<file path="src/rtl/l1_cache_responder_if.sv">
// Processor ce/rw/addr/RDY bus plus the L2 req/ack initiator bus of the L1 cache.
// slave is the cache's view; master is the environment's (processor and L2).
interface l1_cache_responder_if;
  logic        ce;
  logic        rw;
  logic [23:0] addr;
  logic [7:0]  data_in;
  logic [7:0]  data_out;
  logic        RDY;
  logic        l2_req;
  logic        l2_rw;
  logic [23:0] l2_addr;
  logic [7:0]  l2_wdata;
  logic [7:0]  l2_rdata;
  logic        l2_ack;
  logic [15:0] hit_cnt;
  logic [15:0] miss_cnt;

  modport slave (
    input  ce, rw, addr, data_in, l2_rdata, l2_ack,
    output data_out, RDY, l2_req, l2_rw, l2_addr, l2_wdata, hit_cnt, miss_cnt
  );

  modport master (
    output ce, rw, addr, data_in, l2_rdata, l2_ack,
    input  data_out, RDY, l2_req, l2_rw, l2_addr, l2_wdata, hit_cnt, miss_cnt
  );
endinterface

</file>
<file path="src/rtl/l1_cache_responder.sv">
// Direct-mapped, write-through, no-write-allocate L1 cache with one-byte lines.
// Read hits are served locally; read misses and all writes go through the L2 port.
//
// state     | meaning
// ----------+-------------------------------------------------------------
// S_IDLE    | waiting for ce; request registers load on the accepting edge
// S_LOOKUP  | tag compare; read hit answers locally, otherwise issue to L2
// S_L2_WAIT | L2 request held stable until l2_ack is sampled
// S_RESP    | RDY is driven high on the edge leaving this state
// S_RELEASE | RDY high this cycle, falls on exit; ce is ignored here
module l1_cache_responder #(
  parameter  int INDEX_BITS = 6,
  localparam int TAG_BITS   = 24 - INDEX_BITS
) (
  input logic               clk,
  input logic               rst_n,
  l1_cache_responder_if.slave bus
);
  localparam int LINES = 1 << INDEX_BITS;

  typedef enum logic [2:0] {
    S_IDLE, S_LOOKUP, S_L2_WAIT, S_RESP, S_RELEASE
  } state_e;

  state_e                state_q, state_d;
  logic [23:0]           req_addr_q, req_addr_d;
  logic                  req_rw_q, req_rw_d;
  logic [7:0]            req_data_q, req_data_d;
  logic [7:0]            data_out_q, data_out_d;
  logic                  rdy_q, rdy_d;
  logic                  l2_req_q, l2_req_d;
  logic                  l2_rw_q, l2_rw_d;
  logic [23:0]           l2_addr_q, l2_addr_d;
  logic [7:0]            l2_wdata_q, l2_wdata_d;
  logic [15:0]           hit_cnt_q, hit_cnt_d;
  logic [15:0]           miss_cnt_q, miss_cnt_d;
  logic [LINES-1:0]      valid_q, valid_d;
  logic [TAG_BITS-1:0]   tag_q  [LINES];
  logic [7:0]            data_q [LINES];

  logic [INDEX_BITS-1:0] req_idx;
  logic [TAG_BITS-1:0]   req_tag;
  logic                  hit;
  logic                  line_we;
  logic [7:0]            line_wdata;

  assign req_idx = req_addr_q[INDEX_BITS-1:0];
  assign req_tag = req_addr_q[23:INDEX_BITS];
  assign hit     = valid_q[req_idx] && (tag_q[req_idx] == req_tag);

  always_comb begin
    state_d    = state_q;
    req_addr_d = req_addr_q;
    req_rw_d   = req_rw_q;
    req_data_d = req_data_q;
    data_out_d = data_out_q;
    rdy_d      = (state_q == S_RESP);
    l2_req_d   = l2_req_q;
    l2_rw_d    = l2_rw_q;
    l2_addr_d  = l2_addr_q;
    l2_wdata_d = l2_wdata_q;
    hit_cnt_d  = hit_cnt_q;
    miss_cnt_d = miss_cnt_q;
    valid_d    = valid_q;
    line_we    = 1'b0;
    line_wdata = req_data_q;

    case (state_q)
      S_IDLE: begin
        if (bus.ce) begin
          req_addr_d = bus.addr;
          req_rw_d   = bus.rw;
          req_data_d = bus.data_in;
          state_d    = S_LOOKUP;
        end
      end
      S_LOOKUP: begin
        if (req_rw_q && hit) begin
          data_out_d = data_q[req_idx];
          hit_cnt_d  = (hit_cnt_q == 16'hFFFF) ? hit_cnt_q : hit_cnt_q + 16'd1;
          state_d    = S_RESP;
        end else begin
          if (req_rw_q) begin
            miss_cnt_d = (miss_cnt_q == 16'hFFFF) ? miss_cnt_q : miss_cnt_q + 16'd1;
          end else begin
            l2_wdata_d = req_data_q;
            // Write hit updates the line in place; a write miss does not allocate.
            line_we    = hit;
          end
          l2_req_d  = 1'b1;
          l2_rw_d   = req_rw_q;
          l2_addr_d = req_addr_q;
          state_d   = S_L2_WAIT;
        end
      end
      S_L2_WAIT: begin
        if (bus.l2_ack) begin
          l2_req_d = 1'b0;
          if (req_rw_q) begin
            valid_d[req_idx] = 1'b1;
            line_we          = 1'b1;
            line_wdata       = bus.l2_rdata;
            data_out_d       = bus.l2_rdata;
          end
          state_d = S_RESP;
        end
      end
      S_RESP:    state_d = S_RELEASE;
      S_RELEASE: state_d = S_IDLE;
      default:   state_d = S_IDLE;
    endcase
  end

  always_ff @(posedge clk or negedge rst_n) begin
    if (!rst_n) begin
      state_q    <= S_IDLE;
      req_addr_q <= '0;
      req_rw_q   <= 1'b0;
      req_data_q <= '0;
      data_out_q <= '0;
      rdy_q      <= 1'b0;
      l2_req_q   <= 1'b0;
      l2_rw_q    <= 1'b0;
      l2_addr_q  <= '0;
      l2_wdata_q <= '0;
      hit_cnt_q  <= '0;
      miss_cnt_q <= '0;
      valid_q    <= '0;
    end else begin
      state_q    <= state_d;
      req_addr_q <= req_addr_d;
      req_rw_q   <= req_rw_d;
      req_data_q <= req_data_d;
      data_out_q <= data_out_d;
      rdy_q      <= rdy_d;
      l2_req_q   <= l2_req_d;
      l2_rw_q    <= l2_rw_d;
      l2_addr_q  <= l2_addr_d;
      l2_wdata_q <= l2_wdata_d;
      hit_cnt_q  <= hit_cnt_d;
      miss_cnt_q <= miss_cnt_d;
      valid_q    <= valid_d;
    end
  end

  // Tag and data storage need no reset: the valid bits guard them.
  always_ff @(posedge clk) begin
    if (line_we) begin
      tag_q[req_idx]  <= req_tag;
      data_q[req_idx] <= line_wdata;
    end
  end

  assign bus.data_out = data_out_q;
  assign bus.RDY      = rdy_q;
  assign bus.l2_req   = l2_req_q;
  assign bus.l2_rw    = l2_rw_q;
  assign bus.l2_addr  = l2_addr_q;
  assign bus.l2_wdata = l2_wdata_q;
  assign bus.hit_cnt  = hit_cnt_q;
  assign bus.miss_cnt = miss_cnt_q;
endmodule

</file>
<file path="src/flat_wrapper.sv">
// flat-port wrapper written by rule: the top's interface ports become plain ports
module l1_cache_responder_flat 
#(
  parameter  int INDEX_BITS = 6,
  localparam int TAG_BITS   = 24 - INDEX_BITS
)
  (clk, rst_n, bus_ce, bus_rw, bus_addr, bus_data_in, bus_l2_rdata, bus_l2_ack, bus_data_out, bus_RDY, bus_l2_req, bus_l2_rw, bus_l2_addr, bus_l2_wdata, bus_hit_cnt, bus_miss_cnt);
  l1_cache_responder_if bus_i ();
  input logic clk;
  input logic rst_n;
  input wire logic [$bits(bus_i.ce)-1:0] bus_ce;
  input wire logic [$bits(bus_i.rw)-1:0] bus_rw;
  input wire logic [$bits(bus_i.addr)-1:0] bus_addr;
  input wire logic [$bits(bus_i.data_in)-1:0] bus_data_in;
  input wire logic [$bits(bus_i.l2_rdata)-1:0] bus_l2_rdata;
  input wire logic [$bits(bus_i.l2_ack)-1:0] bus_l2_ack;
  output wire logic [$bits(bus_i.data_out)-1:0] bus_data_out;
  output wire logic [$bits(bus_i.RDY)-1:0] bus_RDY;
  output wire logic [$bits(bus_i.l2_req)-1:0] bus_l2_req;
  output wire logic [$bits(bus_i.l2_rw)-1:0] bus_l2_rw;
  output wire logic [$bits(bus_i.l2_addr)-1:0] bus_l2_addr;
  output wire logic [$bits(bus_i.l2_wdata)-1:0] bus_l2_wdata;
  output wire logic [$bits(bus_i.hit_cnt)-1:0] bus_hit_cnt;
  output wire logic [$bits(bus_i.miss_cnt)-1:0] bus_miss_cnt;
  assign bus_i.ce = bus_ce;
  assign bus_i.rw = bus_rw;
  assign bus_i.addr = bus_addr;
  assign bus_i.data_in = bus_data_in;
  assign bus_i.l2_rdata = bus_l2_rdata;
  assign bus_i.l2_ack = bus_l2_ack;
  assign bus_data_out = bus_i.data_out;
  assign bus_RDY = bus_i.RDY;
  assign bus_l2_req = bus_i.l2_req;
  assign bus_l2_rw = bus_i.l2_rw;
  assign bus_l2_addr = bus_i.l2_addr;
  assign bus_l2_wdata = bus_i.l2_wdata;
  assign bus_hit_cnt = bus_i.hit_cnt;
  assign bus_miss_cnt = bus_i.miss_cnt;
  l1_cache_responder #(.INDEX_BITS(INDEX_BITS)) u_core (.clk(clk), .rst_n(rst_n), .bus(bus_i));
endmodule
</file>
<file path="config.mk">
export PLATFORM = sky130hd
export DESIGN_NAME = l1_cache_responder_flat
export DESIGN_NICKNAME = d
export VERILOG_FILES = /design/src/rtl/l1_cache_responder_if.sv /design/src/rtl/l1_cache_responder.sv /design/src/flat_wrapper.sv
export SDC_FILE = /design/constraint.sdc
export NUM_CORES = 2
export LEC_CHECK = 0
export ABC_CLOCK_PERIOD_IN_PS = 6250
export CORE_MARGIN = 2
export CORE_UTILIZATION = 33
export DETAILED_ROUTE_END_ITERATION = 10
export PLACE_DENSITY = 0.49
export SETUP_SLACK_MARGIN = 0.2
export SLEW_MARGIN = 10
export SYNTH_ARGS = -nofsm -noshare
export SYNTH_HDL_FRONTEND = slang
export SYNTH_SLANG_ARGS = --single-unit
</file>
<file path="constraint.sdc">
create_clock -name clk -period 6.25 [get_ports clk]
set_clock_uncertainty 0.15 [all_clocks]
set_input_delay 1.5625 -clock clk [delete_from_list [all_inputs] [get_ports clk]]
set_output_delay 1.5625 -clock clk [all_outputs]
set_load 0.05 [all_outputs]
</file>
==> impl_metrics.tcl <==
set metrics [dict create \
    status "finished clean" \
    critPathLaunch "u_core.req_addr_q[2]" \
    cp_max_fo 41 \
    die_w_um 470 \
    grt_pass1_wl_um 344000 \
    netlist_area_mm2 0.0718 \
    synth_cell_types 87 \
    synth_seq_cells 1839 \
    grt_setup_unrepaired "no" \
    clockBufferDepth 3 \
    num_vias 42434 \
    cp-start-kind "register" \
    synthArstFlopShare 0.0952 \
    crit-reg2reg-capture "u_core.tag_q[8][15]" \
    drv_cap 0 \
    fin_crit_sh 0.941 \
    setup_viol 0 \
    cts_root_buffer "clkbuf_16" \
    worst-slew-pin-transition_ns 1.23 \
    seq_area_frac_synth 0.757 \
    core-area_mm2 0.217 \
    worstSkewPairLatency_ns 0.83 \
    dp_hpwl_um 163000 \
    rrSetupSlack_ns 0.37 \
    gp_congestion 0.861 \
    end_kind "register" \
    slowest_delay_ns 0.94 \
    synth_area_leaders "edfxtp_1, dfrtp_1, mux4_2, mux2i_1, a22oi_1" \
    powerDensity_mw_per_mm2 510 \
    rr_worst_depth 14 \
    final_nets 4360 \
    area_delta_synth_final_pct 18.2 \
    initialDrtViolationCount 5942 \
    h-tree-depth 4 \
    fillers 19631 \
    maxSlewViolCount 0 \
    path_delay_family "compound AO/OA/AOI/OAI gates" \
    synth_area_per_cell_um2 18.1 \
    crit_buf_inv 4 \
    worstPathRequired_ns 6.59 \
    hold_viol 0 \
    crit_arrival_ns 6.23 \
    num_rows 171 \
    synth_top_area_frac 0.696 \
    min_delay_path_depth 2 \
    fp.dieH_um 470 \
    grt_usage 0.221 \
    grt_max_degree 92 \
    cts_hold_buffers 0 \
    yosysWarningCount 0 \
    viasPerCell 5.79 \
    route.detailed.drc 0 \
    reg2reg_from "u_core.req_addr_q[2]" \
    wl_um 251000 \
    layout_commonest_cell "edfxtp_1" \
    die_area_mm2 0.221 \
    cts_tree "done" \
    post-cts-setup-buffers 0 \
    holdCritStartpoint "u_core.valid_q[2]" \
    numCtsBuffers 190 \
    grt_pass1_vias 40957 \
    synth_edf_count 1664 \
    ant_nets 0 \
    layout-drive-gt1-share 0.224 \
    firstDrtPassIters 6 \
    slew_headroom 0.178 \
    syn_inst 3956 \
    io_pins 120 \
    cpMaxStageDelayCell "a222oi_1" \
    antenna_found_initial 9 \
    ir_worst_vdd_v 0.000327 \
    holdPathEnd "u_core.valid_q[2]" \
    min_period_ns 5.88 \
    totalPowerFinal_mw 43.3 \
    initial_core_util 0.331 \
    holdWs_ns 0.314 \
    hp-class "reg2reg" \
    yosys.area.top_type "edfxtp_1" \
    wl_per_cell_um 34.2 \
    clock_sinks 1839 \
    cp_cell_sequence "buf_4, nor2b_4, buf_12, a221o_1, a222oi_1, o22ai_1, nor4_2, xnor2_1, nor4_1, and4_1, a21oi_4, buf_12, nor3_2, buf_4" \
    worst-path-stages 14 \
    p_leak_nw 27.4 \
    fin_setup_tns_ns 0 \
    grt_overflow 0 \
    syn-num-nets 4003 \
    mostFrequentLayoutCells "edfxtp_1, buf_4, a22oi_1" \
    portBuffers 119 \
    synth-main-ff-cell "edfxtp_1" \
    clkTransAtPathRegs_ns 0.07 \
    fmax_ghz 0.170 \
    cts_resized 0 \
    critPathKind "reg2reg" \
]
==> cells in the mapped netlist (65+ instances only) <==
master / n
a21oi_1: 79
a221oi_1: 128
a22oi_1: 194
buf_2: 70
clkbuf_1: 122
dfrtp_1: 175
edfxtp_1: 1664
mux2_2: 98
mux2i_1: 169
mux4_2: 147
nand2_1: 109
nor3_1: 98
o21ai_0: 65
o21bai_1: 65
==> report_power, final <==
group	switching [mW]	internal (mW)	total [mW]
sequential	0.754	15.7	16.4
clock	4.87	6.56	11.4
combinational	10.8	4.56	15.4
total	16.5	26.8	43.3
==> routing by layer <==
metal  vias to the layer above  share of wire  track usage
met1                     22862           0.44        0.326
met3                       328           0.10       0.0592
met5                         -       0.000072            0
li1                      17061              -            -
met4                         2          0.023       0.0481
met2                      2181           0.44        0.326
==> cell families (layout without fill, tap and decap cells) <==
family / count (synthesis) / after routing / synth area share
buffers and inverters: 293 / 810 / 0.0212
multiplexers: 436 / 436 / 0.0895
AO/OA/AOI/OAI: 817 / 817 / 0.0851
adder cells (fa/ha/maj): 2 / 2 / 0.000349
other: 0 / 3 / 0
flip-flops: 1839 / 1839 / 0.757
AND/OR/NAND/NOR: 529 / 529 / 0.0417
XOR/XNOR: 40 / 40 / 0.00488
==> flip-flops by register name, summed over array words and instances (netlist names) <==
signal and cells:
u_core.tag_q 1152, u_core.data_q 512, u_core.valid_q 64, u_core.bus.l2_addr 24
u_core.req_addr_q 24, u_core.bus.hit_cnt 16, u_core.bus.miss_cnt 16, u_core.bus.data_out 8
u_core.bus.l2_wdata 8, u_core.req_data_q 8, u_core.state_q 3, u_core.bus.RDY 1
u_core.bus.l2_req 1, u_core.bus.l2_rw 1, u_core.req_rw_q 1
==> worst register-to-register path, stage by stage (launching register included) <==
cell,delay (ns)
dfrtp_4,0.75
buf_4,0.43
nor2b_4,0.20
buf_12,0.21
a221o_1,0.39
a222oi_1,0.94
o22ai_1,0.25
nor4_2,0.24
xnor2_1,0.23
nor4_1,0.36
and4_1,0.40
a21oi_4,0.11
buf_12,0.23
nor3_2,0.34
buf_4,0.31
==> worst max-delay path by stage <==
stage,slack [ns],end
floorplan,0.77,u_core.data_q[0][0]
global placement,0.33,u_core.data_q[54][7]
detailed placement,0.40,u_core.tag_q[8][8]
CTS,0.33,u_core.tag_q[8][15]
global route,0.27,u_core.tag_q[8][15]
finish,0.37,u_core.tag_q[8][15]
==> per-stage QoR <==
stage	cell area, µm²	setup WS, ns	utilization	instances
floorplan	71800	0.771	-	3956
global placement	78600	0.334	0.363	6972
detailed placement	78600	0.403	0.363	6973
CTS	84800	0.326	0.391	7325
global route	84800	0.273	0.391	7328
finish	84900	0.366	0.391	7330
==> cell type report <==
cell class / instances / area, µm² / share of cell area
sequential: 1839 / 54400 / 0.641
clock inverter: 100 / 1040 / 0.0123
multi-input combinational: 1824 / 16400 / 0.193
tap: 2854 / 3570 / 0.0421
clock buffer: 252 / 5160 / 0.0608
antenna: 3 / 7.51 / 0.0000885
timing repair buffer: 442 / 4240 / 0.0500
inverter: 16 / 61.3 / 0.000723
(Power assumes the default switching activity.)
